<file path="config.mk">
export PLATFORM = sky130hd
export DESIGN_NAME = systolic_feeder
export DESIGN_NICKNAME = d
export VERILOG_FILES = /design/src/rtl/systolic_pkg.sv /design/src/rtl/systolic_feeder_pack.sv /design/src/rtl/systolic_feeder.sv
export SDC_FILE = /design/constraint.sdc
export NUM_CORES = 1
export LEC_CHECK = 0
export BUFFER_PORTS_ARGS = -buffer_cell sky130_fd_sc_hd__buf_2
export CAP_MARGIN = 20
export CORE_UTILIZATION = 31
export CTS_BUF_LIST = sky130_fd_sc_hd__clkbuf_8
export CTS_CLUSTER_DIAMETER = 120
export CTS_CLUSTER_SIZE = 20
export DETAILED_ROUTE_END_ITERATION = 10
export GPL_TIMING_DRIVEN = 0
export RECOVER_POWER = 100
export SYNTH_ARGS = -nofsm -noshare
export SYNTH_HDL_FRONTEND = slang
export SYNTH_HIERARCHICAL = 1
export SYNTH_SLANG_ARGS = --single-unit
export TNS_END_PERCENT = 10
</file>
<file path="constraint.sdc">
create_clock -name clk -period 5.3 [get_ports clk]
set_clock_uncertainty 0.15 [all_clocks]
set_input_delay 0 -clock clk [delete_from_list [all_inputs] [get_ports clk]]
set_output_delay 0 -clock clk [all_outputs]
set_load 0.01 [all_outputs]
</file>
<file path="src/rtl/systolic_pkg.sv">
// systolic_pkg: shared state encoding and element-to-bit-offset mapping
// used by the feeder's packing and the systolic controller's unpacking.
package systolic_pkg;
    localparam logic ST_FILL  = 1'b0;
    localparam logic ST_ISSUE = 1'b1;

    function automatic int elem_off(input int k, input int w);
        return k * w;
    endfunction
endpackage

</file>
<file path="src/rtl/systolic_feeder_pack.sv">
// systolic_feeder_pack: beat counter and write-decode that packs the serial
// element stream into the flattened A and B buses.
module systolic_feeder_pack
    import systolic_pkg::*;
#(
    parameter int ROWS  = 2,
    parameter int COLS  = 2,
    parameter int WIDTH = 4,
    parameter int N_A   = ROWS * ROWS,
    parameter int N_B   = ROWS * COLS,
    parameter int CW    = $clog2(N_A + N_B + 1)
) (
    input  logic                   clk,
    input  logic                   rst_n,
    input  logic                   beat,
    input  logic [WIDTH-1:0]       data,
    input  logic                   clear,
    output logic [CW-1:0]          cnt,
    output logic [N_A*WIDTH-1:0]   a,
    output logic [N_B*WIDTH-1:0]   b
);
    always_ff @(posedge clk or negedge rst_n) begin
        if (!rst_n) begin
            cnt <= '0;
            a   <= '0;
            b   <= '0;
        end else begin
            cnt <= clear ? '0 : beat ? cnt + CW'(1) : cnt;
            for (int k = 0; k < N_A; k++)
                if (beat && cnt == CW'(k)) a[elem_off(k, WIDTH) +: WIDTH] <= data;
            for (int k = 0; k < N_B; k++)
                if (beat && cnt == CW'(N_A + k)) b[elem_off(k, WIDTH) +: WIDTH] <= data;
        end
    end
endmodule

</file>
<file path="src/rtl/systolic_feeder.sv">
// systolic_feeder: frames a serial A/B element stream into flattened buses
// and issues them to the systolic array over a valid/ready handshake.
module systolic_feeder
    import systolic_pkg::*;
#(
    parameter int ROWS  = 2,
    parameter int COLS  = 2,
    parameter int WIDTH = 4
) (
    input  logic                        clk,
    input  logic                        rst_n,
    input  logic [WIDTH-1:0]            s_data,
    input  logic                        s_valid,
    input  logic                        s_last,
    output logic                        s_ready,
    output logic [ROWS*ROWS*WIDTH-1:0]  a,
    output logic [ROWS*COLS*WIDTH-1:0]  b,
    output logic                        in_valid,
    input  logic                        in_ready,
    output logic                        frame_err,
    output logic [15:0]                 frames_sent
);
    localparam int N_A   = ROWS * ROWS;
    localparam int N_TOT = ROWS * ROWS + ROWS * COLS;
    localparam int CW    = $clog2(N_TOT + 1);

    logic          state, next_state;
    logic [CW-1:0] cnt;
    logic          beat, last_idx, wr, clear;

    assign beat     = s_valid && s_ready;
    assign last_idx = cnt == CW'(N_TOT - 1);
    // A final-position beat without s_last is dropped rather than written.
    assign wr       = beat && !(last_idx && !s_last);
    assign clear    = beat && (s_last || last_idx);

    systolic_feeder_pack #(.ROWS(ROWS), .COLS(COLS), .WIDTH(WIDTH)) u_pack (
        .clk   (clk),
        .rst_n (rst_n),
        .beat  (wr),
        .data  (s_data),
        .clear (clear),
        .cnt   (cnt),
        .a     (a),
        .b     (b)
    );

    always_comb
        next_state = (state == ST_FILL) ? ((beat && last_idx && s_last) ? ST_ISSUE : ST_FILL)
                                        : (in_ready ? ST_FILL : ST_ISSUE);

    always_ff @(posedge clk or negedge rst_n) begin
        if (!rst_n) begin
            state       <= ST_FILL;
            in_valid    <= 1'b0;
            s_ready     <= 1'b0;
            frame_err   <= 1'b0;
            frames_sent <= '0;
        end else begin
            state       <= next_state;
            in_valid    <= next_state == ST_ISSUE;
            s_ready     <= next_state == ST_FILL;
            frame_err   <= beat && (s_last ^ last_idx);
            frames_sent <= frames_sent + 16'(in_valid && in_ready);
        end
    end
endmodule

</file>
==> run_results.csv <==
group,metric,value,unit
run_status,outcome,"finished with violations",
run_status,failed_checks,"max-capacitance violations, max-slew violations",
power,powerDensity,437,nW/um^2
global_route,first_global_vias,1586,
global_route,grt_start_max_net_pins,29,
floorplanning,row_count,31,
synth,ys_ff_latch,55,
power,p_total,1.27,mW
floorplanning,die_h,89.7,um
synth,synth_nets,187,
synth,yosysTopAreaCellShare,0.577,
cells_and_area,design_area,2910,um^2
sta,drv_slew,28,
synth,synthFlopType,"dfrtp_1",
synth,yosysWarningCount,6,
critical_path,crit_top_cell,"clkbuf_1",
synth,ys_async_sr_fraction,1.00,
synth,yosysUniqueCellTypes,33,
critical_path,criticalPathCategory,"in2async",
drt,wl_per_cell,13.6,um
floorplanning,io_pins,60,
clocking,insertion_delay,300,ps
critical_path,crit_family,"buffers and inverters",
critical_path,start_kind,"input port",
clocking,clockBufferDepth,2,
drt,ant_nets,0,
clocking,post_cts_resized,0,
floorplanning,die_area,8050,um^2
sta,period_needed,2810,ps
placement,dp_cells,328,
floorplanning,initial_core_util,0.325,
power,p_leak,1.35,nW
clocking,postCtsSetupRepairBufs,0,
synth,netlist_top_cells_count,"dfrtp_1 (55), mux2_2 (27), xnor2_1 (10), ha_1 (9), nand4_1 (9)",
critical_path,cp.required,5310,ps
sta,fmax,0.356,GHz
drt,routed_wl,4.68,mm
drt,drtIter0Drc,52,
cells_and_area,antenna_cells,0,
drt,vias,1596,
placement,placement.cell_area,2820,um^2
critical_path,critPathArrivalTime,2820,ps
synth,synth.most_common_cell,"dfrtp_1",
cells_and_area,drive_above_1_share,0.184,
drt,vias_per_cell,4.65,
clocking,clock-root-buffer,"clkbuf_8",
critical_path,max_stage_delay,1160,ps
clocking,h-tree-depth,2,
clocking,path_clk_slew,100,ps
synth,synth_area_per_cell,14.1,um^2
cells_and_area,fin_nets,261,
floorplanning,die_w,89.7,um
flow_run,cap_viol_max_count,2,
placement,hpwl,3.38,mm
synth,syn_area,2380,um^2
cells_and_area,finalNonFillerCells,343,
global_route,grt_remaining_overflow,0,
synth,ys_seq_area_frac,0.577,
sta,rsz0062_at_grt,"false",
sta,layout_worst_path_cycle_share,0.530,
synth,synth_area_leaders,"dfrtp_1 (58%), mux2_2 (13%), ha_1 (4.7%), xnor2_1 (3.7%), mux2_1 (3.3%)",
drt,drc_errors,0,
placement,gp_congestion,0.694,
critical_path,cpMaxStageDelayCell,"clkbuf_1",
global_route,grt_usage,0.125,
sta,setup_tns,0,ps
synth,synth_edf_count,0,
drt,drt_first_pass_iters,4,
power,ir_drop,0.124,mV
critical_path,cp_max_fo,28,
sta,hold_violations,0,
sta,tightest_slew,1500,ps
critical_path,critPathCaptureType,"async pin",
cells_and_area,area_growth,22.0,%
global_route,grt_pass1_wl,8.11,mm
placement,port_buffers,59,
critical_path,crit_path_cell_trace,"dlygate4sd3_1, clkbuf_1, clkbuf_1",
clocking,cts_buffers,5,
floorplanning,fp.coreArea,7330,um^2
critical_path,crit_buf_inv,3,
synth,synth_top_area_cell,"dfrtp_1",
clocking,clock-sinks,55,
sta,finalSetupViolations,0,
synth,syn_inst,169,
sta,max_slew_margin,-0.00157,
cells_and_area,n_fill_cell,728,
worst_hold_path,hold_path.class,"in2reg",
global_route,antenna_found_initial,0,
clocking,cts_tree,"yes",
## cells by family after synthesis
kind of cell             count (synthesis)  share of synthesized area
XOR/XNOR                                15                     0.0551
flip-flops                              55                      0.577
AO/OA/AOI/OAI                            2                    0.00629
buffers and inverters                    9                     0.0168
adder cells (fa/ha/maj)                  9                     0.0472
AND/OR/NAND/NOR                         44                      0.133
multiplexers                            35                      0.165
## flip-flops by register name, indices dropped and copies added, names as in the netlist
name,count
u_pack/a,16
s_ready,1
u_pack/cnt,4
u_pack/b,16
frames_sent,16
frame_err,1
state,1
## through the flow
step | setup slack, ps | utilization | hold WS, ps
final | 2490 | 0.397 | 30.6
after global routing | 1930 | 0.397 | 48.3
after CTS | 3080 | 0.413 | 25.8
after detailed placement | 3100 | 0.385 | -79.5
after global placement | 3120 | 0.382 | 121
after floorplan | 3350 | - | -446
## cell usage in the layout, fill, tap and decap left out
cell type       n
nand4_1         9
buf_2           9
dlygate4sd3_1   7
mux2_1          7
bufinv_16       2
clkbuf_1       55
a21oi_1         1
or2_0           1
ha_1            9
and4_2          1
nand3_1         3
nand2_1         4
a21bo_2         1
mux2_2         27
mux2i_1         1
inv_1           6
nor3_1          2
and4bb_1        4
or3_1           1
nand4b_1        5
and2b_1         1
and3_1          3
nand3b_1        1
dfrtp_1        55
xnor2_1        10
and2_0          1
clkbuf_8        5
xor2_1          5
nor2_1          7
nor2b_1         1
## what timing repair did
item | 4_1_cts | 5_1_grt
setup endpoints to repair | 0 | 0
endpoints found under the hold margin | 66 | 0
hold buffers | 7 | 0
## final cells by class
class | instances | area (um^2) | area share
Sequential cell | 55 | 1380 | 0.473
Clock buffer | 5 | 68.8 | 0.0236
Buffer | 4 | 17.5 | 0.00602
Tap cell | 99 | 124 | 0.0426
Clock inverter | 3 | 63.8 | 0.0219
Multi-Input combinational cell | 105 | 937 | 0.322
Timing Repair Buffer | 67 | 304 | 0.104
Inverter | 5 | 18.8 | 0.00645
## power breakdown
group	switching (mW)	internal, mW
combinational	0.180	0.168
sequential	0.0661	0.538
clock	0.132	0.187
total	0.379	0.892
## tightest hold or removal path, delay by kind of cell
family	cells	cell delay, ps
fa+ha+maj	1	140
buf+inv	2	190
simple gates	1	130
## per-layer routing
layer	share of wire	GRT usage
met3	0.032	0.0237
met2	0.50	0.215
met5	0	0
met1	0.45	0.157
met4	0.016	0.0410
## path summary, 6_finish.rpt
check / startpoint / end / slack [ps] / cells after the start
hold / removal: s_last / frame_err / 30 / 4
setup / recovery: rst_n / u_pack/a[2] / 2490 / 3
min in group asynchronous: rst_n / frames_sent[2] / 460 / 2
setup reg to reg: u_pack/cnt[0] / u_pack/a[5] / 2800 / 7
max in group clk: u_pack/cnt[0] / u_pack/a[5] / 2800 / 7
hold reg to reg: frames_sent[15] / frames_sent[15] / 320 / 1
No activity file was read; power rests on OpenSTA's default activity.
